===== src/rtl/rst_seq_pkg.sv =====
// rst_seq shared types and defaults.
// State encoding, default sizing and counter width helper.
package rst_seq_pkg;

  typedef enum logic [1:0] {
    S_HOLD = 2'd0,
    S_GAP  = 2'd1,
    S_DONE = 2'd2
  } state_t;

  localparam int NUM_OUT_D = 3;
  localparam int HOLD_D    = 16;
  localparam int GAP_D     = 8;
  localparam int ACK_TMO_D = 64;

  function automatic int cnt_w(
    input int h,
    input int g,
    input int a
  );
    int m;
    m = h;
    if (g > m) m = g;
    if (a > m) m = a;
    return $clog2(m + 1);
  endfunction

endpackage


===== src/rtl/rst_seq_cnt.sv =====
// rst_seq_cnt: saturating loadable up-counter.
// Clear wins over load; hit flags cnt == term.
module rst_seq_cnt
  import rst_seq_pkg::*;
#(
  parameter int W = 4
) (
  input  logic         clk,
  input  logic         rst,
  input  logic         clr,
  input  logic         ld,
  input  logic [W-1:0] ld_val,
  input  logic [W-1:0] term,
  output logic [W-1:0] cnt,
  output logic         hit
);

  // Count up each edge, holding at all-ones instead of wrapping.
  always_ff @(posedge clk) begin
    if (rst || clr) cnt <= '0;
    else if (ld) cnt <= ld_val;
    else if (cnt != '1) cnt <= cnt + 1'b1;
  end

  assign hit = (cnt == term);

endmodule


===== src/rtl/rst_seq.sv =====
// rst_seq: ordered per-domain reset release sequencer.
// Define RST_SEQ_ACK_EN to gate each release on a stage acknowledge.
module rst_seq
  import rst_seq_pkg::*;
#(
  parameter int NUM_OUT     = NUM_OUT_D,
  parameter int HOLD_CYCLES = HOLD_D,
  parameter int GAP_CYCLES  = GAP_D,
  parameter int ACK_TIMEOUT = ACK_TMO_D
) (
  input  logic               CLK,
  input  logic               RST,
  input  logic               SW_RST_REQ,
  output logic [NUM_OUT-1:0] RST_OUT,
  output logic               SEQ_DONE
`ifdef RST_SEQ_ACK_EN
  ,
  input  logic [NUM_OUT-1:0] STAGE_ACK,
  output logic               TIMEOUT_ERR
`endif
);

  localparam int CNT_W =
    cnt_w(HOLD_CYCLES, GAP_CYCLES, ACK_TIMEOUT);
  localparam int IDX_W = $clog2(NUM_OUT + 1);

  localparam logic [CNT_W-1:0] HOLD_T =
    CNT_W'(HOLD_CYCLES - 1);
  localparam logic [CNT_W-1:0] GAP_T =
    CNT_W'(GAP_CYCLES - 1);
  localparam logic [IDX_W-1:0] LAST =
    IDX_W'(NUM_OUT - 1);

  state_t             state, state_n;
  logic [NUM_OUT-1:0] rst_out, out_n;
  logic               seq_done, done_n;
  logic [IDX_W-1:0]   idx, idx_n;
  logic               clr;
  logic [CNT_W-1:0]   cnt;
  logic               hit;
  logic               gap_done;

  rst_seq_cnt #(.W(CNT_W)) u_seq_cnt (
    .clk    (CLK),
    .rst    (RST),
    .clr    (clr),
    .ld     (1'b0),
    .ld_val ('0),
    .term   (HOLD_T),
    .cnt    (cnt),
    .hit    (hit)
  );

  assign gap_done = (cnt >= GAP_T);

`ifdef RST_SEQ_ACK_EN
  localparam logic [IDX_W-1:0] ALL =
    IDX_W'(NUM_OUT);
  localparam logic [CNT_W-1:0] ACK_T =
    CNT_W'(ACK_TIMEOUT - 1);

  logic             tmo_err, err_n;
  logic             ack_seen, seen_n;
  logic             aclr;
  logic [CNT_W-1:0] acnt;
  logic             ahit;
  logic             ack_cur;
  logic             tmo_hit;
  logic             ack_ok;

  rst_seq_cnt #(.W(CNT_W)) u_ack_cnt (
    .clk    (CLK),
    .rst    (RST),
    .clr    (aclr),
    .ld     (1'b0),
    .ld_val ('0),
    .term   (ACK_T),
    .cnt    (acnt),
    .hit    (ahit)
  );

  // Select the acknowledge of the most recently released stage.
  always_comb begin
    ack_cur = 1'b0;
    for (int i = 0; i < NUM_OUT; i++)
      if (idx == IDX_W'(i + 1)) ack_cur = STAGE_ACK[i];
  end

  assign tmo_hit = ahit & ~ack_seen & ~ack_cur;
  assign ack_ok  = ack_seen | ack_cur | tmo_hit;
  assign TIMEOUT_ERR = tmo_err;
`endif

  // Next-state, release and done decode.
  always_comb begin
    state_n = state;
    out_n   = rst_out;
    done_n  = seq_done;
    idx_n   = idx;
    clr     = 1'b0;
`ifdef RST_SEQ_ACK_EN
    err_n   = tmo_err;
    seen_n  = ack_seen;
    aclr    = 1'b0;
`endif
    if (SW_RST_REQ) begin
      state_n = S_HOLD;
      out_n   = '1;
      done_n  = 1'b0;
      idx_n   = '0;
      clr     = 1'b1;
`ifdef RST_SEQ_ACK_EN
      err_n   = 1'b0;
      seen_n  = 1'b0;
      aclr    = 1'b1;
`endif
    end else begin
      unique case (state)
        S_HOLD: begin
          out_n  = '1;
          done_n = 1'b0;
          if (hit) begin
            out_n[0] = 1'b0;
            idx_n    = IDX_W'(1);
            clr      = 1'b1;
`ifdef RST_SEQ_ACK_EN
            aclr     = 1'b1;
            seen_n   = 1'b0;
            state_n  = S_GAP;
`else
            if (NUM_OUT > 1) begin
              state_n = S_GAP;
            end else begin
              state_n = S_DONE;
              done_n  = 1'b1;
            end
`endif
          end
        end
        S_GAP: begin
`ifdef RST_SEQ_ACK_EN
          seen_n = ack_seen | ack_cur;
          err_n  = tmo_err | tmo_hit;
          if (tmo_hit) seen_n = 1'b1;
          if (gap_done && ack_ok) begin
            clr    = 1'b1;
            aclr   = 1'b1;
            seen_n = 1'b0;
            if (idx == ALL) begin
              state_n = S_DONE;
              done_n  = 1'b1;
            end else begin
              for (int i = 0; i < NUM_OUT; i++)
                if (idx == IDX_W'(i)) out_n[i] = 1'b0;
              idx_n = idx + 1'b1;
            end
          end
`else
          if (gap_done) begin
            clr = 1'b1;
            for (int i = 0; i < NUM_OUT; i++)
              if (idx == IDX_W'(i)) out_n[i] = 1'b0;
            idx_n = idx + 1'b1;
            if (idx == LAST) begin
              state_n = S_DONE;
              done_n  = 1'b1;
            end
          end
`endif
        end
        S_DONE: begin
          out_n  = '0;
          done_n = 1'b1;
        end
        default: begin
          state_n = S_HOLD;
          out_n   = '1;
          done_n  = 1'b0;
          idx_n   = '0;
          clr     = 1'b1;
        end
      endcase
    end
  end

  // State and output registers; RST overrides everything.
  always_ff @(posedge CLK) begin
    if (RST) begin
      state    <= S_HOLD;
      rst_out  <= '1;
      seq_done <= 1'b0;
      idx      <= '0;
`ifdef RST_SEQ_ACK_EN
      tmo_err  <= 1'b0;
      ack_seen <= 1'b0;
`endif
    end else begin
      state    <= state_n;
      rst_out  <= out_n;
      seq_done <= done_n;
      idx      <= idx_n;
`ifdef RST_SEQ_ACK_EN
      tmo_err  <= err_n;
      ack_seen <= seen_n;
`endif
    end
  end

  assign RST_OUT  = rst_out;
  assign SEQ_DONE = seq_done;

endmodule


===== config.mk =====
export PLATFORM = sky130hd
export DESIGN_NAME = rst_seq
export DESIGN_NICKNAME = d
export VERILOG_FILES = /design/src/rtl/rst_seq_pkg.sv /design/src/rtl/rst_seq_cnt.sv /design/src/rtl/rst_seq.sv
export SDC_FILE = /design/constraint.sdc
export NUM_CORES = 1
export LEC_CHECK = 0
export ABC_AREA = 1
export CORE_MARGIN = 5
export CORE_UTILIZATION = 50
export CTS_BUF_LIST = sky130_fd_sc_hd__clkbuf_16
export DETAILED_ROUTE_END_ITERATION = 12
export GPL_TIMING_DRIVEN = 1
export PLACE_DENSITY = 0.8
export SETUP_SLACK_MARGIN = 0.15
export SLEW_MARGIN = 15
export SYNTH_ARGS = -nofsm -noshare
export SYNTH_HDL_FRONTEND = slang
export SYNTH_SLANG_ARGS = --single-unit

===== constraint.sdc =====
create_clock -name CLK -period 3.15 [get_ports CLK]
set_input_delay 0.63 -clock CLK [delete_from_list [all_inputs] [get_ports CLK]]
set_output_delay 0.63 -clock CLK [all_outputs]
set_load 0.01 [all_outputs]

==> impl_metrics.tcl <==
set metrics [dict create \
    whs_ns 0.4916 \
    gp_congestion 0.8129 \
    yosysTopAreaCell "dfxtp_1" \
    syn_inst 118 \
    peakVddDrop_mv 0.2857 \
    grt_pass1_vias 681 \
    crit_required_ns 2.52 \
    vias 778 \
    synth_xor_area_share_pct 2.857 \
    slew_viol_final 0 \
    drive_gt1_share_pct 20.47 \
    synth_seq_area_share_pct 32.65 \
    dieArea_um2 2797 \
    met3_wirelength_um 55 \
    syn_avg_cell_area_um2 7.793 \
    synth_area_leaders "dfxtp_1 (33%), ha_1 (11%), nand2_1 (9.4%), nor2_1 (6.1%), nand3_1 (5.4%)" \
    routed_wire_length_per_instance_um 11.16 \
    setup_viol 0 \
    synth_compound_area_share_pct 9.252 \
    grt_start_max_net_pins 14 \
    fin_crit_sh_pct 56.26 \
    synth_edf_count 0 \
    post_cts_resized 0 \
    yosysMostFrequentCell "nand2_1" \
    die_x_um 52.89 \
    io_buffer_count 6 \
    core_area_um2 1745 \
    yosysUniqueCellTypes 22 \
    ant_nets 0 \
    hold_class "reg2reg" \
    drt_first_pass_iters 4 \
    clockBufferDepth 2 \
    synth_nets 129 \
    crit_path_end_kind "primary output" \
    met1_length_um 772 \
    num_antenna_cells 0 \
    dr_wl_met2_um 824 \
    hold_viol 0 \
    synth_adder_area_share_pct 10.88 \
    cts_tree "yes" \
    synth_top_family_by_area "simple AND/OR/NAND/NOR gates" \
    cts_root_buf "clkbuf_16" \
    start_util_pct 52.69 \
    grt_overflow 0 \
    path_buf_inv 1 \
    finalWirelength_um 1696 \
    max_freq_ghz 0.5643 \
    power.total_uw 446.4 \
    status "finished, final reports clean" \
    p_per_area_nw_per_um2 411.5 \
    drc 0 \
    synthToLayoutAreaGrowth_pct 17.96 \
    period_needed_ns 1.772 \
    worstSkewPairLatency_ns 0.24 \
    io-pin-count 7 \
    htreeDepth 1 \
    max_stage_delay_ns 0.55 \
    post-dp-hpwl_um 1355 \
    fin_tns_setup_ns 0 \
    grt_pass1_wl_um 3022 \
    path_cells "clkdlybuf4s50_1" \
    vias_per_cell 5.118 \
    cts_buffers 3 \
    worst-path-max-fanout 2 \
    synth-seq-cells 15 \
    syn_area_um2 919.6 \
    crit_family "buffers and inverters" \
    cap_viol_max_count 0 \
    p_leak_uw 0.0004435 \
    yosysWarnings 0 \
    antenna_found_initial 0 \
    worst_pin_slew_ns 0.4987 \
    arrival_ns 1.14 \
    first_iter_violations 13 \
    numClockSinks 15 \
    ys_async_sr_fraction_pct 0 \
    top_layer "met4" \
    rsz0062_at_grt "no" \
    start_kind "register" \
    synth_mux_area_share_pct 0 \
    clock_skew_ns 0.002019 \
    final_util_pct 62.15 \
    die-height_um 52.89 \
    postCtsSetupRepairBufs 0 \
    nNetsFinal 139 \
    netlist.area_leader.share_pct 32.65 \
    yosys-top-cells-count "nand2_1 (23), dfxtp_1 (15), nor2_1 (15), inv_1 (10), nand3_1 (10)" \
    relSlewSlack_pct 66.75 \
    slowest_stage "clkdlybuf4s50_1" \
    path_class "reg2out" \
    rows 15 \
    clkTransAtPathRegs_ns 0.04 \
    synthFlopType "dfxtp_1" \
    grt_usage_pct 15.13 \
    ctsHoldBuffers 0 \
    synthSimpleGateAreaFrac_pct 38.37 \
]
cell type report:
class / instances / area (um^2)
multi-input cells: 89 / 564.3
clock inverters: 1 / 3.754
well taps: 25 / 31.28
repair buffers: 6 / 60.06
flip-flops and latches: 15 / 300.3
inverters: 13 / 50.05
fillers: 152 / 660.6
clock buffers: 3 / 75.07
worst paths after layout:
| path | from | endpoint | slack (ns) | cells past startpoint |
|---|---|---|---|---|
| worst max register to register | state[1] | idx[1] | 1.70 | 6 |
| worst min register to register | u_seq_cnt.cnt[0] | u_seq_cnt.cnt[0] | 0.49 | 2 |
| worst max-delay path | RST_OUT[1] | RST_OUT[1] | 1.38 | 1 |
| worst min-delay path | u_seq_cnt.cnt[0] | u_seq_cnt.cnt[0] | 0.49 | 2 |
registers in the layout, summed over array words and instances, names as in the netlist:
register       count
RST_OUT            3
SEQ_DONE           1
idx                2
state              2
u_seq_cnt.cnt      7
report_power, final:
| group | internal, uW | switching [uW] | total, uW |
|---|---|---|---|
| Sequential | 192 | 0.911 | 193 |
| Combinational | 5.64 | 7.33 | 13.0 |
| Clock | 168 | 73.2 | 241 |
| Total | 365 | 81.5 | 446 |
metrics by stage:
step                instance area (um^2)  setup slack, ns  std cells
finish                              1085            1.378        152
detailed placement                  1006            1.252        148
CTS                                 1085            1.368        152
floorplan                          919.6            1.847        118
global placement                    1006            1.305        148
global route                        1085            1.352        152
layout by cell type, fill, tap and decap left out:
cell             synthesis  routed
nand3_4                  2       2
inv_2                    2       2
nor2_1                  15      15
nor2_4                   3       3
nand3_2                  3       3
clkbuf_16                0       3
dfxtp_1                 15      15
nand2_2                  5       5
nor3_1                   1       1
a21oi_4                  1       1
inv_1                   10      11
a21o_1                   1       1
a21oi_2                  3       3
nand2_1                 23      23
xor2_1                   3       3
clkdlybuf4s50_1          0       6
ha_1                     8       8
nand4_1                  1       1
nor2_2                   3       3
nand3_1                 10      10
clkinv_2                 1       1
a21oi_1                  6       6
o21ai_0                  1       1
per-layer routing:
metal | vias to the layer above | GRT usage [%]
met5 | - | 0
met2 | 17 | 23.14
met1 | 357 | 19.21
met3 | 5 | 3.380
li1 | 399 | -
met4 | 0 | 8.936
kinds of logic (layout without fill, tap and decap cells):
family / after synthesis / count (layout)
simple gates: 66 / 66
flops: 15 / 15
buf+inv: 14 / 23
compound gates: 12 / 12
fa+ha+maj: 8 / 8
xor+xnor: 3 / 3
Power figures use the tool's default switching activity.
